**config.mk**
```make
export PLATFORM = sky130hd
export DESIGN_NAME = aud_recorder
export DESIGN_NICKNAME = d
export VERILOG_FILES = /design/src/rtl/aud_pkg.sv /design/src/rtl/aud_deser.sv /design/src/rtl/aud_recorder.sv
export SDC_FILE = /design/constraint.sdc
export NUM_CORES = 1
export LEC_CHECK = 0
export ABC_AREA = 0
export CAP_MARGIN = 40
export CORE_MARGIN = 4
export CORE_UTILIZATION = 60
export CTS_BUF_LIST = sky130_fd_sc_hd__clkbuf_8
export DETAILED_ROUTE_END_ITERATION = 7
export PLACE_DENSITY = 0.88
export RECOVER_POWER = 100
export SYNTH_ARGS = -nofsm -noshare
export SYNTH_HDL_FRONTEND = slang
export SYNTH_SLANG_ARGS = --single-unit
```
**constraint.sdc**
```tcl
create_clock -name i_bclk -period 4.9 [get_ports i_bclk]
set_input_delay 0.98 -clock i_bclk [delete_from_list [all_inputs] [get_ports i_bclk]]
set_output_delay 0.98 -clock i_bclk [all_outputs]
set_load 0.01 [all_outputs]
```
**src/rtl/aud_pkg.sv**
```systemverilog
// Shared audio definitions used by the recorder and the player.
//   SAMPLE_W     : width of one PCM sample word (16)
//   CNT_W        : width of the serial bit counter
//   CNT_TOP      : counter value for the MSB (first bit after the delay slot)
//   aud_state_t  : capture/playback state encoding
package aud_pkg;

  localparam int SAMPLE_W = 16;
  localparam int CNT_W    = $clog2(SAMPLE_W);
  localparam logic [CNT_W-1:0] CNT_TOP = CNT_W'(SAMPLE_W - 1);

  typedef enum logic [2:0] {
    S_IDLE  = 3'd0,
    S_ARM   = 3'd1,
    S_SHIFT = 3'd2,
    S_GAP   = 3'd3,
    S_PAUSE = 3'd4
  } aud_state_t;

endpackage

```
**src/rtl/aud_deser.sv**
```systemverilog
// Serial-to-parallel shifter for one I2S channel word, MSB first.
// Ports:
//   i_bclk, i_rst_n : bit clock, asynchronous active-low reset
//   i_load          : preset the bit counter to the MSB position
//   i_en            : sample i_bit into word[counter] and count down
//   i_bit           : serial data bit
//   o_word          : assembled sample word
//   o_done          : one-cycle pulse the cycle after bit 0 was sampled
//   o_last          : counter is at bit 0 (current enabled cycle ends the word)
module aud_deser
  import aud_pkg::*;
(
  input  logic                       i_bclk,
  input  logic                       i_rst_n,
  input  logic                       i_load,
  input  logic                       i_en,
  input  logic                       i_bit,
  output logic signed [SAMPLE_W-1:0] o_word,
  output logic                       o_done,
  output logic                       o_last
);

  logic [CNT_W-1:0]           cnt;
  logic signed [SAMPLE_W-1:0] shreg;

  assign o_word = shreg;
  assign o_last = (cnt == '0);

  always_ff @(posedge i_bclk or negedge i_rst_n) begin
    if (!i_rst_n) begin
      cnt    <= CNT_TOP;
      shreg  <= '0;
      o_done <= 1'b0;
    end else begin
      o_done <= 1'b0;
      if (i_load) begin
        cnt <= CNT_TOP;
      end else if (i_en) begin
        shreg[cnt] <= i_bit;
        // Counter wraps from 0 back to the MSB position on its own.
        cnt        <= cnt - 1'b1;
        if (cnt == '0) o_done <= 1'b1;
      end
    end
  end

endmodule

```
**src/rtl/aud_recorder.sv**
```systemverilog
// I2S left-channel recorder: captures 16-bit samples from the ADC and hands
// them to memory through a one-word valid/ready buffer.
// Parameters:
//   ADDR_W   : sample address width
//   MAX_ADDR : last writable address; its handshake ends the recording
// Ports:
//   i_bclk, i_rst_n             : codec bit clock, asynchronous active-low reset
//   i_start, i_pause, i_stop    : single-cycle control pulses
//   i_adclrck, i_adcdat         : I2S frame clock (low = left) and serial data
//   o_wr_valid, i_wr_ready      : memory write handshake
//   o_data, o_address           : sample word and its address
//   o_len                       : number of words written
//   o_busy, o_full, o_overrun   : status flags
module aud_recorder
  import aud_pkg::*;
#(
  parameter int                ADDR_W   = 20,
  parameter logic [ADDR_W-1:0] MAX_ADDR = '1
) (
  input  logic                       i_bclk,
  input  logic                       i_rst_n,
  input  logic                       i_start,
  input  logic                       i_pause,
  input  logic                       i_stop,
  input  logic                       i_adclrck,
  input  logic                       i_adcdat,
  output logic                       o_wr_valid,
  input  logic                       i_wr_ready,
  output logic signed [SAMPLE_W-1:0] o_data,
  output logic [ADDR_W-1:0]          o_address,
  output logic [ADDR_W:0]            o_len,
  output logic                       o_busy,
  output logic                       o_full,
  output logic                       o_overrun
);

  aud_state_t                 state, state_n;
  logic                       pause_pend, pause_pend_n;
  logic                       lrck_q;
  logic                       lrck_fall;
  logic                       hs, hs_last;
  logic                       deser_load, deser_en;
  logic                       deser_done, deser_last;
  logic signed [SAMPLE_W-1:0] deser_word;
  logic [ADDR_W-1:0]          addr;

  assign lrck_fall = lrck_q && !i_adclrck;
  assign hs        = o_wr_valid && i_wr_ready;
  assign hs_last   = hs && (o_address == MAX_ADDR);
  assign o_busy    = (state != S_IDLE);
  // A stop or the final handshake discards whatever is being shifted in.
  assign deser_en  = (state == S_SHIFT) && !i_stop && !hs_last;

  aud_deser u_deser (
    .i_bclk  (i_bclk),
    .i_rst_n (i_rst_n),
    .i_load  (deser_load),
    .i_en    (deser_en),
    .i_bit   (i_adcdat),
    .o_word  (deser_word),
    .o_done  (deser_done),
    .o_last  (deser_last)
  );

  always_ff @(posedge i_bclk or negedge i_rst_n) begin
    if (!i_rst_n) begin
      state      <= S_IDLE;
      pause_pend <= 1'b0;
      lrck_q     <= 1'b1;
    end else begin
      state      <= state_n;
      pause_pend <= pause_pend_n;
      lrck_q     <= i_adclrck;
    end
  end

  always_comb begin
    state_n      = state;
    pause_pend_n = pause_pend;
    deser_load   = 1'b0;
    unique case (state)
      S_IDLE: begin
        if (i_start) state_n = S_ARM;
      end
      S_ARM, S_GAP: begin
        if (i_stop) begin
          state_n = S_IDLE;
        end else if (i_pause) begin
          state_n = S_PAUSE;
        end else if (lrck_fall) begin
          // This cycle is the I2S one-bit delay slot; MSB arrives next.
          state_n    = S_SHIFT;
          deser_load = 1'b1;
        end
      end
      S_SHIFT: begin
        if (i_stop) begin
          state_n = S_IDLE;
        end else begin
          // A pause here is held until the word in flight completes.
          if (i_pause) pause_pend_n = 1'b1;
          if (deser_last) state_n = (pause_pend || i_pause) ? S_PAUSE : S_GAP;
        end
      end
      S_PAUSE: begin
        if (i_stop)                  state_n = S_IDLE;
        else if (i_pause || i_start) state_n = S_ARM;
      end
      default: state_n = S_IDLE;
    endcase
    if (hs_last) state_n = S_IDLE;
    if (state_n != S_SHIFT) pause_pend_n = 1'b0;
  end

  always_ff @(posedge i_bclk or negedge i_rst_n) begin
    if (!i_rst_n) begin
      o_wr_valid <= 1'b0;
      o_data     <= '0;
      o_address  <= '0;
      addr       <= '0;
      o_len      <= '0;
      o_full     <= 1'b0;
      o_overrun  <= 1'b0;
    end else begin
      if (hs) begin
        o_wr_valid <= 1'b0;
        addr       <= addr + 1'b1;
        o_len      <= o_len + 1'b1;
        if (hs_last) o_full <= 1'b1;
      end
      // The buffer is judged by its state this cycle, so a word completing on
      // the handshake cycle itself is still an overrun.
      if (deser_done) begin
        if (o_wr_valid) begin
          o_overrun <= 1'b1;
        end else begin
          o_wr_valid <= 1'b1;
          o_data     <= deser_word;
          o_address  <= addr;
        end
      end
      if (state == S_IDLE && i_start) begin
        addr      <= '0;
        o_len     <= '0;
        o_full    <= 1'b0;
        o_overrun <= 1'b0;
      end
    end
  end

endmodule

```
==> impl_metrics.py <==
metrics = {
    "global_routing": {
        "grt_pass1_vias": 3678,
        "grt_antenna_before_repair": 0,
        "met2_usage": 0.379,
        "grt_pass1_wl_um": 17600,
        "globalRouteMet3Util": 0.0456,
        "use_met1": 0.283,
        "grt_start_max_net_pins": 63,
        "grt_usage": 0.218,
        "grt.overflow.total": 0,
        "top_usage_layer": "met2",
    },
    "timing": {
        "tightest_slew_ns": 2.40,
        "fin_worst_skew_ns": 0.0146,
        "rsz0062_at_grt": "no",
        "setup_viol": 0,
        "slew-limit-headroom": -0.602,
        "fin_setup_tns_ns": 0,
        "setup_ws_ns": 1.48,
        "period_share": 0.698,
        "slew_violations": 84,
        "hold_viol": 0,
        "period_needed_ns": 3.42,
        "clock.fmax_mhz": 292,
    },
    "synthesis": {
        "synthCells": 454,
        "syn_nets": 469,
        "ys_seq_elements": 106,
        "synth_edf_count": 0,
        "async_reset_ff_frac": 1.00,
        "postSynthAreaPerCell_um2": 11.0,
        "yosysUniqueCellTypes": 50,
        "synth_ff_type": "dfrtp_1",
        "synth_simple_gate_area_frac": 0.172,
        "synthAdderAreaFrac": 0.0175,
        "syn_area_um2": 5000,
        "synth-seq-area-share": 0.532,
        "synth_top_family_by_area": "simple AND/OR/NAND/NOR gates",
        "yosysWarnings": 0,
        "synth-compound-area-share": 0.0944,
        "synth_mux_area_frac": 0.125,
        "synth-xor-area-share": 0.0298,
    },
    "place": {
        "port_buffers": 68,
        "dpl_cell_area_um2": 5760,
        "hpwl_um": 7040,
        "place_congestion": 0.855,
        "place_ws_ns": 1.73,
    },
    "power_and_ir_drop": {
        "p_clk_frac": 0.350,
        "intPower_mw": 1.31,
        "sw_frac_of_total": 0.250,
        "powerDensity_nw_per_um2": 294,
        "seqPwrFrac": 0.551,
        "p_switching_mw": 0.438,
        "pwr-share-comb": 0.099,
        "leakage_nw": 2.80,
        "ir_worst_vdd_mv": 0.344,
    },
    "worst_setup_path": {
        "critPathSlowestCell": "clkbuf_1",
        "critPathLaunch": "i_rst_n",
        "critPathBufInv": 2,
        "r2r_start": "o_wr_valid",
        "start_kind": "primary input",
        "crit_family": "buffers and inverters",
        "worstSetupPathType": "primary input to async pin",
        "crit_arrival_ns": 3.39,
        "cp_slowest_stage_delay_ns": 1.77,
        "cp_data_required_time_ns": 4.87,
        "cp-end-kind": "async pin",
        "cp_cell_sequence": "buf_4, clkbuf_1",
        "worst-path-max-fanout": 62,
    },
    "clocking": {
        "numClockSinks": 106,
        "cts_tree": "yes",
        "cts-root-buf": "clkbuf_8",
        "h-tree-depth": 3,
        "postCtsSetupRepairBufs": 0,
        "clk_path_buf_depth": 2,
        "cts_made_buffers": 9,
        "cts_hold_buf": 0,
        "cts.clk_slew.worst_paths_ns": 0.08,
        "post_cts_resized": 0,
        "clkLatencyLatePin_ns": 0.36,
    },
    "status": {
        "violations": "max-capacitance violations, max-slew violations",
        "outcome": "finished, violations left",
    },
    "detailed_routing": {
        "drt-initial-drc-count": 233,
        "viasPerCell": 5.97,
        "wl_per_cell_um": 16.4,
        "ant_nets": 0,
        "drc": 0,
        "drtPass1Iterations": 4,
        "vias": 3721,
        "routed_wl_um": 10200,
    },
    "final_layout": {
        "n_antenna_cell": 0,
        "finalInstanceArea_um2": 5960,
        "syn2layout_area_growth_pct": 19.3,
        "fillers": 571,
        "nNetsFinal": 528,
        "regArea_um2": 2660,
        "drive_above_1_share": 0.151,
        "multi_input_area_um2": 2190,
    },
    "floorplan": {
        "die_x_um": 99.3,
        "core_area_um2": 8180,
        "ios": 69,
        "dieHeight_um": 99.3,
        "placementRows": 33,
        "die_area_um2": 9850,
        "start_util": 0.611,
    },
    "min_path": {
        "hp-class": "flip-flop to flip-flop",
        "min-delay-start": "u_deser.o_word[2]",
    },
    "job": {
        "max_cap_viol_count": 2,
    },
}
sequential cells by signal, summed over array words and instances (netlist names):
register / cells
o_len: 21
o_full: 1
u_deser.o_done: 1
pause_pend: 1
addr: 20
u_deser.o_word: 16
o_wr_valid: 1
lrck_q: 1
o_overrun: 1
o_data: 16
o_address: 20
u_deser.cnt: 4
state: 3
cells in the final DEF, fill, tap and decap left out, types with 2 or more instances in the layout:
| master | Yosys | routed |
|---|---|---|
| a21boi_0 | 3 | 3 |
| a21o_1 | 2 | 2 |
| a21oi_1 | 42 | 42 |
| and2_1 | 4 | 3 |
| and3_1 | 3 | 3 |
| and4_1 | 6 | 6 |
| buf_4 | 1 | 4 |
| bufinv_16 | 0 | 3 |
| clkbuf_1 | 23 | 3 |
| clkbuf_8 | 0 | 9 |
| clkdlybuf4s50_1 | 0 | 3 |
| dfrtp_1 | 101 | 101 |
| dfstp_2 | 5 | 5 |
| dlygate4sd3_1 | 0 | 64 |
| ha_1 | 7 | 7 |
| inv_1 | 9 | 11 |
| mux2_1 | 0 | 2 |
| mux2_2 | 52 | 50 |
| mux2i_1 | 4 | 4 |
| nand2_1 | 24 | 24 |
| nand3_1 | 23 | 23 |
| nand4_1 | 17 | 17 |
| nor2_1 | 28 | 28 |
| nor2b_1 | 7 | 6 |
| nor3_1 | 2 | 2 |
| nor4b_1 | 3 | 3 |
| o21ai_0 | 15 | 16 |
| o31ai_1 | 7 | 7 |
| or3_1 | 13 | 13 |
| or4_1 | 12 | 12 |
| xnor2_1 | 6 | 6 |
| xor2_1 | 11 | 11 |
kinds of logic after synthesis:
family | Yosys count
DFF | 106
xor gates and xnor gates | 17
adders and majority gates | 7
and+or+nand+nor | 152
AOI/OAI and AO/OA | 81
muxes | 56
buffers and inverters | 35
cell type report:
class / instances / area share
well taps: 105 / 0.0220
clock inverters: 7 / 0.0187
flip-flops and latches: 106 / 0.446
clock buffers: 9 / 0.0208
inverters: 9 / 0.00567
multi-input cells: 313 / 0.367
repair buffers: 74 / 0.119
final timing paths:
kind                                     end  slack [ns]  depth (start not counted)
setup / recovery                   o_data[4]        1.48                          2
hold / removal             u_deser.o_word[2]        0.51                          1
setup reg to reg                   o_data[1]        2.23                          3
hold reg to reg            u_deser.o_word[2]        0.51                          1
max in group i_bclk                o_len[18]        1.75                          6
min in group asynchronous          o_len[11]        0.67                          1
metal layers:
layer  wire length, um  part of all wire
met3               433             0.042
met4                81            0.0079
met5                 0                 0
met1              4340              0.43
met2              5360              0.52
power by group through the flow:
stage / combinational [mW] / clock [mW] / sequential, mW
2_1_floorplan: 0.142 / 0 / 0.948
3_3_place_gp: 0.166 / 0 / 0.978
3_5_place_dp: 0.174 / 0 / 0.982
4_1_cts: 0.179 / 0.623 / 0.965
5_1_grt: 0.191 / 0.669 / 0.972
6_report: 0.173 / 0.614 / 0.965
through the flow:
stage | cells | hold slack [ns] | power [mW] | util
after floorplan | 454 | 0.475 | 1.09 | -
after global placement | 607 | 0.487 | 1.14 | 0.704
after detailed placement | 607 | 0.491 | 1.16 | 0.704
after CTS | 623 | 0.512 | 1.77 | 0.733
after global routing | 623 | 0.529 | 1.83 | 0.729
final | 623 | 0.507 | 1.75 | 0.729
synth_stat cells (2+ instances only):
master | n | area share
or3_1 | 13 | 0.016
a21oi_1 | 42 | 0.042
xnor2_1 | 6 | 0.011
inv_1 | 9 | 0.0068
or4_1 | 12 | 0.018
nand4_1 | 17 | 0.021
nor3_1 | 2 | 0.0020
xor2_1 | 11 | 0.019
clkbuf_1 | 23 | 0.017
nor4b_1 | 3 | 0.0053
mux2_2 | 52 | 0.12
mux2i_1 | 4 | 0.0080
nor2_1 | 28 | 0.021
nand3_1 | 23 | 0.023
o31ai_1 | 7 | 0.011
a21o_1 | 2 | 0.0030
dfrtp_1 | 101 | 0.51
and3_1 | 3 | 0.0038
and2_1 | 4 | 0.0050
dfstp_2 | 5 | 0.026
nand2_1 | 24 | 0.018
and4_1 | 6 | 0.011
ha_1 | 7 | 0.018
nor2b_1 | 7 | 0.0088
a21boi_0 | 3 | 0.0045
o21ai_0 | 15 | 0.015
nor4_1 | 2 | 0.0025
(Power assumes the default switching activity.)
